$ cat src/rtl/s_div_iter_pkg.sv
// Shared fixed-point helpers for the iterative signed divider: format derivation
// and the controller state encoding.
package s_div_iter_pkg;

  typedef enum logic [1:0] {
    StIdle,
    StDiv,
    StFix,
    StDone
  } div_state_e;

  // Left shift applied to |dividend| so the quotient lands in the output format.
  function automatic int fx_shift(input int wf1, input int wf2, input int wfo);
    return wf2 - wf1 + wfo;
  endfunction

  function automatic int fx_wn(input int wi1, input int wf1, input int wf2, input int wfo);
    return wi1 + wf1 + fx_shift(wf1, wf2, wfo);
  endfunction

  function automatic longint unsigned fx_smax(input int w);
    return (64'd1 << (w - 1)) - 64'd1;
  endfunction

  // Magnitude of the most negative value of a signed w-bit word.
  function automatic longint unsigned fx_smin_mag(input int w);
    return 64'd1 << (w - 1);
  endfunction

endpackage

$ cat src/rtl/s_div_iter_if.sv
// Start/done handshake and operand/result bundle of the iterative divider.
interface s_div_iter_if #(
  parameter int unsigned W1 = 7,
  parameter int unsigned W2 = 7,
  parameter int unsigned WO = 19
) ();
  logic          start;
  logic [W1-1:0] in1;
  logic [W2-1:0] in2;
  logic          busy;
  logic          done;
  logic [WO-1:0] out;
  logic          ovf;
  logic          dz;

  modport master (output start, in1, in2, input busy, done, out, ovf, dz);
  modport slave  (input start, in1, in2, output busy, done, out, ovf, dz);
endinterface

$ cat src/rtl/s_div_iter_div_step.sv
// One combinational restoring-division step: shift a dividend bit into the
// remainder and subtract the divisor when it fits.
module s_div_iter_div_step #(
  parameter int unsigned WD = 7
) (
  input  logic [WD:0]   r_in,
  input  logic          bit_in,
  input  logic [WD-1:0] d,
  output logic [WD:0]   r_out,
  output logic          q_bit
);
  logic [WD+1:0] r_sh;
  logic [WD+1:0] d_ext;

  always_comb begin
    r_sh  = {r_in, bit_in};
    d_ext = {2'b00, d};
    q_bit = (r_sh >= d_ext);
    // Remainder stays below D, so the dropped top bit is always zero.
    r_out = q_bit ? (WD+1)'(r_sh - d_ext) : r_sh[WD:0];
  end
endmodule

$ cat src/rtl/s_div_iter.sv
// Iterative signed fixed-point divider: restoring division on magnitudes, one
// quotient bit per cycle, with sign fix-up, saturation and divide-by-zero flag.
module s_div_iter
  import s_div_iter_pkg::*;
#(
  parameter int WI1 = 4,
  parameter int WF1 = 3,
  parameter int WI2 = 2,
  parameter int WF2 = 5,
  parameter int WIO = 4,
  parameter int WFO = 15
) (
  input logic         CLK,
  input logic         RST,
  s_div_iter_if.slave bus
);
  localparam int S    = fx_shift(WF1, WF2, WFO);
  localparam int WN   = fx_wn(WI1, WF1, WF2, WFO);
  localparam int W1   = WI1 + WF1;
  localparam int W2   = WI2 + WF2;
  localparam int WO   = WIO + WFO;
  localparam int CW   = ((WN > WO) ? WN : WO) + 1;
  localparam int CntW = $clog2(WN + 1);

  localparam logic [WO-1:0] OutMax = WO'(fx_smax(WO));
  localparam logic [WO-1:0] OutMin = WO'(fx_smin_mag(WO));
  localparam logic [CW-1:0] PosLim = CW'(fx_smax(WO));
  localparam logic [CW-1:0] NegLim = CW'(fx_smin_mag(WO));

  if (S < 0) begin : g_bad_fmt
    $error("s_div_iter: WF2 - WF1 + WFO must be non-negative");
  end

  div_state_e    state_q, state_d;
  logic          sgn_q, sgn_d;
  logic          sa_q, sa_d;
  logic          zf_q, zf_d;
  logic [WN-1:0] num_q, num_d;
  logic [W2-1:0] den_q, den_d;
  logic [W2:0]   rem_q, rem_d;
  logic [WN-1:0] quo_q, quo_d;
  logic [CntW-1:0] cnt_q, cnt_d;
  logic [WO-1:0] out_q, out_d;
  logic          ovf_q, ovf_d;
  logic          dz_q, dz_d;

  logic [W1-1:0] abs1;
  logic [W2-1:0] abs2;
  logic [W2:0]   rem_nxt;
  logic          q_bit;
  logic [CW-1:0] quo_ext;
  logic [WO-1:0] quo_o;

  s_div_iter_div_step #(
    .WD (W2)
  ) u_div_step (
    .r_in   (rem_q),
    .bit_in (num_q[WN-1]),
    .d      (den_q),
    .r_out  (rem_nxt),
    .q_bit  (q_bit)
  );

  always_comb begin
    // Unsigned view makes 2^(W-1) from the most negative input representable.
    abs1    = bus.in1[W1-1] ? -bus.in1 : bus.in1;
    abs2    = bus.in2[W2-1] ? -bus.in2 : bus.in2;
    quo_ext = CW'(quo_q);
    quo_o   = WO'(quo_q);

    state_d = state_q;
    sgn_d   = sgn_q;
    sa_d    = sa_q;
    zf_d    = zf_q;
    num_d   = num_q;
    den_d   = den_q;
    rem_d   = rem_q;
    quo_d   = quo_q;
    cnt_d   = cnt_q;
    out_d   = out_q;
    ovf_d   = ovf_q;
    dz_d    = dz_q;

    unique case (state_q)
      StIdle: begin
        if (bus.start) begin
          sgn_d   = bus.in1[W1-1] ^ bus.in2[W2-1];
          sa_d    = bus.in1[W1-1];
          num_d   = WN'(abs1) << S;
          den_d   = abs2;
          rem_d   = '0;
          quo_d   = '0;
          cnt_d   = '0;
          zf_d    = (bus.in2 == '0);
          state_d = (bus.in2 == '0) ? StFix : StDiv;
        end
      end
      StDiv: begin
        rem_d = rem_nxt;
        num_d = num_q << 1;
        quo_d = {quo_q[WN-2:0], q_bit};
        cnt_d = cnt_q + CntW'(1);
        if (cnt_q == CntW'(WN - 1)) begin
          state_d = StFix;
        end
      end
      StFix: begin
        state_d = StDone;
        ovf_d   = 1'b0;
        dz_d    = zf_q;
        if (zf_q) begin
          out_d = sa_q ? OutMin : OutMax;
        end else if (!sgn_q) begin
          if (quo_ext > PosLim) begin
            out_d = OutMax;
            ovf_d = 1'b1;
          end else begin
            out_d = quo_o;
          end
        end else begin
          if (quo_ext > NegLim) begin
            out_d = OutMin;
            ovf_d = 1'b1;
          end else begin
            out_d = -quo_o;
          end
        end
      end
      StDone: begin
        state_d = StIdle;
      end
      default: begin
        state_d = StIdle;
      end
    endcase
  end

  always_ff @(posedge CLK) begin
    if (RST) begin
      state_q <= StIdle;
      sgn_q   <= 1'b0;
      sa_q    <= 1'b0;
      zf_q    <= 1'b0;
      num_q   <= '0;
      den_q   <= '0;
      rem_q   <= '0;
      quo_q   <= '0;
      cnt_q   <= '0;
      out_q   <= '0;
      ovf_q   <= 1'b0;
      dz_q    <= 1'b0;
    end else begin
      state_q <= state_d;
      sgn_q   <= sgn_d;
      sa_q    <= sa_d;
      zf_q    <= zf_d;
      num_q   <= num_d;
      den_q   <= den_d;
      rem_q   <= rem_d;
      quo_q   <= quo_d;
      cnt_q   <= cnt_d;
      out_q   <= out_d;
      ovf_q   <= ovf_d;
      dz_q    <= dz_d;
    end
  end

  assign bus.busy = (state_q != StIdle);
  assign bus.done = (state_q == StDone);
  assign bus.out  = out_q;
  assign bus.ovf  = ovf_q;
  assign bus.dz   = dz_q;

endmodule

$ cat src/flat_wrapper.sv
// flat-port wrapper written by rule: the top's interface ports become plain ports
module s_div_iter_flat import s_div_iter_pkg::*;
#(
  parameter int WI1 = 4,
  parameter int WF1 = 3,
  parameter int WI2 = 2,
  parameter int WF2 = 5,
  parameter int WIO = 4,
  parameter int WFO = 15
)
  (CLK, RST, bus_start, bus_in1, bus_in2, bus_busy, bus_done, bus_out, bus_ovf, bus_dz);
  s_div_iter_if #(.W1((WI1 + WF1)), .W2((WI2 + WF2)), .WO((WIO + WFO))) bus_i ();
  input logic CLK;
  input logic RST;
  input wire logic [$bits(bus_i.start)-1:0] bus_start;
  input wire logic [$bits(bus_i.in1)-1:0] bus_in1;
  input wire logic [$bits(bus_i.in2)-1:0] bus_in2;
  output wire logic [$bits(bus_i.busy)-1:0] bus_busy;
  output wire logic [$bits(bus_i.done)-1:0] bus_done;
  output wire logic [$bits(bus_i.out)-1:0] bus_out;
  output wire logic [$bits(bus_i.ovf)-1:0] bus_ovf;
  output wire logic [$bits(bus_i.dz)-1:0] bus_dz;
  assign bus_i.start = bus_start;
  assign bus_i.in1 = bus_in1;
  assign bus_i.in2 = bus_in2;
  assign bus_busy = bus_i.busy;
  assign bus_done = bus_i.done;
  assign bus_out = bus_i.out;
  assign bus_ovf = bus_i.ovf;
  assign bus_dz = bus_i.dz;
  s_div_iter #(.WI1(WI1), .WF1(WF1), .WI2(WI2), .WF2(WF2), .WIO(WIO), .WFO(WFO)) u_core (.CLK(CLK), .RST(RST), .bus(bus_i));
endmodule
$ cat config.mk
export PLATFORM = sky130hd
export DESIGN_NAME = s_div_iter_flat
export DESIGN_NICKNAME = d
export VERILOG_FILES = /design/src/rtl/s_div_iter_pkg.sv /design/src/rtl/s_div_iter_if.sv /design/src/rtl/s_div_iter_div_step.sv /design/src/rtl/s_div_iter.sv /design/src/flat_wrapper.sv
export SDC_FILE = /design/constraint.sdc
export NUM_CORES = 1
export LEC_CHECK = 0
export CAP_MARGIN = 10
export CORE_MARGIN = 5
export CORE_UTILIZATION = 35
export DETAILED_ROUTE_END_ITERATION = 6
export PLACE_DENSITY_LB_ADDON = 0.25
export SLEW_MARGIN = 20
export SYNTH_ARGS = -nofsm -noshare
export SYNTH_HDL_FRONTEND = slang
export SYNTH_HIERARCHICAL = 1
export SYNTH_SLANG_ARGS = --single-unit
$ cat constraint.sdc
create_clock -name CLK -period 2.3 [get_ports CLK]
set_input_delay 0.69 -clock CLK [delete_from_list [all_inputs] [get_ports CLK]]
set_output_delay 0.69 -clock CLK [all_outputs]
set_load 0.005 [all_outputs]
==> impl_metrics.yaml, run 1 <==
floorplan:
  pin_count: 40
  coreArea_um2: 12000
  die_y_um: 121
  die_width_um: 121
  dieArea_um2: 14500
  rows: 40
  initial_core_util: 0.357
timing:
  slew_viol_final: 0
  fmax_mhz: 446
  worst_slew_pin_slew_ns: 0.564
  post-route-period-util: 0.976
  worst_slack_ns: 0.0558
  hold_viol_final: 0
  relSlewSlack: 0.620
  layout_min_cycle_time_ns: 2.24
  whs_ns: 0.453
  skew_ns: 0.00510
  setup_viol: 0
final_layout:
  final_cell_mix: "nor2_1 (77), dfxtp_1 (72), clkdlybuf4s50_1 (38)"
  fill_cells: 1209
  fin_nets: 616
  final_cell_area_um2: 5410
  insertedDiodeCount: 0
  syn2layout_area_growth_pct: 26.4
  final_util: 0.451
  layout_commonest_cell: "nor2_1"
  drive_gt1_frac: 0.147
yosys:
  yosys_warnings: 6
  synth_edf_count: 0
  synth_ff_type: "dfxtp_1"
  syn_inst: 535
  ys_types: 58
  syn_nets: 568
  async_flop_share: 0
  ys_seq_area_frac: 0.360
  ys_seq_elements: 77
  syn_area_per_cell_um2: 8.01
  syn_area_um2: 4280
detailed_routing:
  wl_per_cell_um: 14.5
  highest_layer: "met4"
  dr.pass1.iters: 4
  ant_nets: 0
  route.met3.wl_um: 448
  drt-met1-wl_um: 4870
  wl_um: 10600
  drtIter0Drc: 220
  wl_met2_um: 5070
  viasPerCell: 5.38
  drc_errors: 0
  vias: 3945
placed_design:
  dpl_cell_area_um2: 4990
  dp_hpwl_um: 7720
  finalWeightedCongestion: 0.884
  preCtsSetupSlack_ns: -0.0174
  port_buffers: 39
power_and_ir_drop:
  irDropWorstVdd_mv: 0.470
  powerDensity_nw_per_um2: 1140
  power_leakage_nw: 2.10
clocking:
  clock-sinks: 77
  htreeDepth: 3
  insertion_delay_ns: 0.33
  clockBufferDepth: 2
  cts_tree: "yes"
  clk_pin_slew_ns: 0.05
  cts_made_buffers: 9
  cts.root.buffer_cell: "clkbuf_16"
grt:
  grt_pass1_wl_um: 17800
  grt_overflow: 0
  grt_pass1_vias: 3772
  grt_max_degree: 61
  grt_use_total: 0.149
  antenna_found_initial: 0
hold_path:
  hold_path.class: "reg -> reg"
worst_setup_path:
  cp-end-kind: "primary output"
  crit_required_ns: 1.61
  path_class: "reg -> out"
  critPathArrivalTime_ns: 1.55
  critPathMaxFanout: 4
  startpoint_type: "flop"
flow_run:
  maxCapViolCount: 0
run_status:
  status: "finished, final reports clean"
[synthesized netlist by cell type (6+ instances only)]
library cell / n / area (um^2)
dfxtp_1: 77 / 1540
xor2_1: 14 / 123
nor2_1: 77 / 289
nand2_1: 34 / 128
inv_1: 29 / 109
o31ai_1: 6 / 45.0
a31oi_1: 6 / 37.5
a21oi_1: 31 / 155
o21ai_0: 20 / 100
a22oi_1: 33 / 248
clkbuf_1: 34 / 128
ha_1: 15 / 188
o211ai_1: 6 / 45.0
nand2b_1: 13 / 81.3
nand3_1: 12 / 60.1
xnor2_1: 12 / 105
nor3_1: 14 / 70.1
nor4_1: 7 / 43.8
or3_1: 6 / 37.5
a211oi_1: 9 / 67.6
[through the flow]
step | TNS, ns | power [mW] | std cells
floorplan | 0 | 3.62 | 535
global placement | 0 | 4.52 | 716
detailed placement | -0.0320 | 4.56 | 716
CTS | 0 | 6.08 | 731
global route | -0.0387 | 6.64 | 733
finish | 0 | 6.20 | 733
[routing by layer]
metal  up-vias  global-route usage
met1      1862               0.195
met2        69               0.242
met4         0              0.0652
met3        17              0.0248
met5         -                   0
li1       1997                   -
[flip-flops by register name (all words and copies together), names as in the netlist]
register / flops
u_core/quo_q: 24
u_core/bus.out: 19
u_core/rem_q: 8
u_core/den_q: 7
u_core/num_q: 7
u_core/cnt_q: 5
u_core/state_q: 2
u_core/bus.dz: 1
u_core/bus.ovf: 1
u_core/sa_q: 1
u_core/sgn_q: 1
u_core/zf_q: 1
[path summary, 6_finish.rpt]
path / startpoint / endpoint / slack (ns) / cells past startpoint
max: u_core/state_q[0] / bus_busy / 0.06 / 4
min: u_core/num_q[19] / u_core/num_q[19] / 0.45 / 2
max reg2reg: u_core/rem_q[3] / u_core/rem_q[6] / 0.07 / 9
min reg2reg: u_core/num_q[19] / u_core/num_q[19] / 0.45 / 2
[report_power, final]
part	switching (mW)	internal, mW	total (mW)
Sequential	0.159	1.58	1.74
Combinational	1.55	1.49	3.04
Clock	0.506	0.917	1.42
[critical path, stage by stage (launching register included)]
cell and delay (ns):
dfxtp_2 0.35, inv_1 0.07, ha_1 0.22, inv_2 0.09
clkdlybuf4s50_1 0.50
[logic make-up (layout without fill, tap and decap cells)]
group                    after synthesis  in the layout  share of synthesized area
buffers and inverters                 70            121                     0.0660
AND/OR/NAND/NOR                      183            183                      0.200
XOR/XNOR                              26             26                     0.0532
flip-flops                            77             77                      0.360
adder cells (fa/ha/maj)               16             16                     0.0485
AO/OA/AOI/OAI                        153            153                      0.248
multiplexers                          10             10                     0.0248
[cell type report]
| cell class | instances | area, um^2 | area share |
|---|---|---|---|
| Tap cell | 147 | 184 | 0.0340 |
| Inverter | 29 | 109 | 0.0201 |
| Multi-Input combinational cell | 388 | 2550 | 0.471 |
| Clock buffer | 13 | 270 | 0.0499 |
| Clock inverter | 1 | 30.0 | 0.00555 |
| Timing Repair Buffer | 78 | 723 | 0.134 |
| Sequential cell | 77 | 1550 | 0.286 |
[repair_timing]
item	CTS	global route
endpoints found under the hold margin	0	0
setup endpoints to repair	6	13
pin swaps	0	4
hold buffers	0	0
buffers inserted	1	2
resized for setup	4	24
Power figures use the tool's default switching activity.
==> run 2, diff against run 1 <==
--- a/config.mk
+++ b/config.mk
@@ -5,9 +5,11 @@
 export SDC_FILE = /design/constraint.sdc
 export NUM_CORES = 1
 export LEC_CHECK = 0
+export ABC_AREA = 1
 export CAP_MARGIN = 10
 export CORE_MARGIN = 5
 export CORE_UTILIZATION = 35
+export CTS_CLUSTER_SIZE = 20
 export DETAILED_ROUTE_END_ITERATION = 6
 export PLACE_DENSITY_LB_ADDON = 0.25
 export SLEW_MARGIN = 20
==> constraint.sdc (replaced) <==
create_clock -name CLK -period 2.3 [get_ports CLK]
set_input_delay 0.345 -clock CLK [delete_from_list [all_inputs] [get_ports CLK]]
set_output_delay 0.345 -clock CLK [all_outputs]
set_load 0.005 [all_outputs]
==> impl_metrics.yaml, run 2 <==
placed_design:
  dpl_cell_area_um2: 5120
  finalWeightedCongestion: 0.870
  dp_hpwl_um: 8070
  dp.cells: 895
  port_buffers: 39
final_layout:
  fill_cells: 1322
  syn2layout_area_growth_pct: 18.9
  drive_gt1_frac: 0.0830
  final_cell_area_um2: 5480
  top_register: "u_core/quo_q"
  multi_input_area_um2: 2620
  final-instance-count-excl-fill: 911
  layout_commonest_cell: "nand2_1"
  final_cell_mix: "nand2_1 (236), dfxtp_1 (77), inv_1 (74)"
  seqCellArea_um2: 1540
  insertedDiodeCount: 0
  fin_nets: 763
  largest_register_ffs: 24
floorplan:
  die_width_um: 125
  rows: 42
  initial_core_util: 0.352
  die_y_um: 125
  dieArea_um2: 15600
  coreArea_um2: 13100
  pin_count: 40
detailed_routing:
  route.met3.wl_um: 396
  wl_per_cell_um: 12.3
  viasPerCell: 4.78
  highest_layer: "met4"
  drc_errors: 0
  ant_nets: 0
  drtIter0Drc: 323
  vias: 4358
  drt-met1-wl_um: 5560
  wl_met2_um: 5150
  dr.pass1.iters: 7
  wl_um: 11200
power_and_ir_drop:
  p_comb_frac: 0.453
  power.net_switching_mw: 2.48
  powerDensity_nw_per_um2: 1130
  clkPwrFrac: 0.272
  irDropWorstVdd_mv: 0.413
  p_int_mw: 3.73
  switching_share: 0.400
  power_leakage_nw: 2.35
  seqPwrFrac: 0.275
timing:
  post-route-period-util: 0.881
  setup_viol: 0
  relSlewSlack: 0.517
  hold_viol_final: 0
  rsz0062_at_grt: "false"
  fmax_mhz: 493
  skew_ns: 0.00785
  tns_ns: 0
  slew_viol_final: 0
  worst_slew_pin_slew_ns: 0.723
  layout_min_cycle_time_ns: 2.03
clocking:
  post_cts_buffers: 0
  cts_hold_buf: 0
  clockBufferDepth: 2
  cts_tree: "yes"
  clock-sinks: 77
  cts_resized: 0
  cts.root.buffer_cell: "clkbuf_16"
  insertion_delay_ns: 0.34
  htreeDepth: 3
  cts_made_buffers: 9
  clk_pin_slew_ns: 0.06
worst_setup_path:
  startpoint_type: "flop"
  path_delay_family: "buffers and inverters"
  cpMostUsedCell: "inv_1"
  crit_required_ns: 1.96
  critPathArrivalTime_ns: 1.68
  r2r_start: "u_core/num_q[23]"
  cpPeakStageDelay_ns: 0.51
  cp-end-kind: "primary output"
  cpMaxStageDelayCell: "clkdlybuf4s50_1"
  path_cells: "inv_1 -> ha_1 -> inv_1 -> clkdlybuf4s50_1"
  rrSetupSlack_ns: 0.43
  critPathMaxFanout: 4
  reg2reg_to: "u_core/rem_q[4]"
  worst-path-buf-inv: 3
  r2r_cells: 11
  path_class: "reg -> out"
hold_path:
  hold_path_depth: 2
  hold_path.class: "reg -> reg"
  whs_endpoint: "u_core/num_q[17]"
  holdCritStartpoint: "u_core/num_q[17]"
yosys:
  ys_seq_area_frac: 0.335
  syn_area_um2: 4610
  ys_seq_elements: 77
  synth_top_area_cell: "dfxtp_1"
  synth_edf_count: 0
  ys_top_cells_by_area: "dfxtp_1 (33%), nand2_1 (19%), a21oi_1 (7.9%)"
  yosys_warnings: 6
  yosysTopAreaCellShare: 0.335
  synth_most_common_cell: "nand2_1"
  async_flop_share: 0
  syn_inst: 703
  synth_ff_type: "dfxtp_1"
  syn_area_per_cell_um2: 6.55
  syn_nets: 736
  ys_types: 39
  synthTopCellsByCount: "nand2_1 (236), dfxtp_1 (77), inv_1 (74)"
grt:
  grt_use_total: 0.148
  antenna_found_initial: 0
  grt_max_degree: 61
  grt_pass1_vias: 4183
  grt_pass1_wl_um: 19500
  grt_overflow: 0
run_status:
  status: "finished, final reports clean"
flow_run:
  maxCapViolCount: 0
run 2: cell count changes in the layout (fill, tap and decap cells not counted), sizes merged, moves of 12 or more:
cell    before  now
a22oi       33    0
nand3       12   28
nor3        14    2
buf         40    8
nand2b      13    0
nor2        77   54
a21oi       31   85
nand2       34  244
o21ai       23   52
inv         29   77
run 2: through the flow:
step	hold slack, ns	worst slack, ns	util	total power [mW]
after floorplan	0.441	0.619	-	3.84
after global placement	0.453	0.419	0.391	4.51
after detailed placement	0.459	0.348	0.391	4.56
after CTS	0.468	0.253	0.419	6.28
after global routing	0.489	0.183	0.419	6.75
final	0.461	0.273	0.419	6.21
run 2: routing by layer:
layer | vias to the layer above | global-route usage
met5 | - | 0
met4 | 0 | 0.0503
met3 | 9 | 0.0292
met2 | 66 | 0.239
met1 | 1985 | 0.198
li1 | 2298 | -
run 2: logic make-up after synthesis:
group                      count (synthesis)  synth area share
AOI/OAI and AO/OA                        148             0.179
xor gates and xnor gates                  14            0.0266
adders and majority gates                 16            0.0451
buffers and inverters                    108            0.0956
DFF                                       77             0.335
and+or+nand+nor                          340             0.319
run 2: worst max-delay path by stage:
stage	from	end	slack (ns)	cells after the start
floorplan	u_core/num_q[23]	u_core/rem_q[4]	0.62	11
global placement	bus_start	u_core/cnt_q[4]	0.42	8
detailed placement	bus_start	u_core/cnt_q[4]	0.35	8
CTS	u_core/state_q[0]	bus_busy	0.25	4
global route	u_core/state_q[0]	bus_busy	0.18	4
finish	u_core/state_q[0]	bus_busy	0.27	4
run 2: worst min-delay path: stages (launching register included):
cell and delay (ns):
dfxtp_1 0.31, nand2_1 0.06, a21oi_1 0.05
run 2: power by group through the flow:
| stage | Sequential [mW] | Clock (mW) | Combinational (mW) |
|---|---|---|---|
| 2_1_floorplan | 1.69 | 0 | 2.15 |
| 3_3_place_gp | 1.74 | 0 | 2.77 |
| 3_5_place_dp | 1.74 | 0 | 2.81 |
| 4_1_cts | 1.71 | 1.74 | 2.83 |
| 5_1_grt | 1.74 | 1.79 | 3.21 |
| 6_report | 1.71 | 1.69 | 2.81 |
run 2: layout make-up:
class | count | area share
multi-input combinational | 518 | 0.479
clock inverter | 3 | 0.0164
sequential | 77 | 0.281
inverter | 78 | 0.0535
tap | 176 | 0.0402
timing repair buffer | 46 | 0.0800
clock buffer | 13 | 0.0493
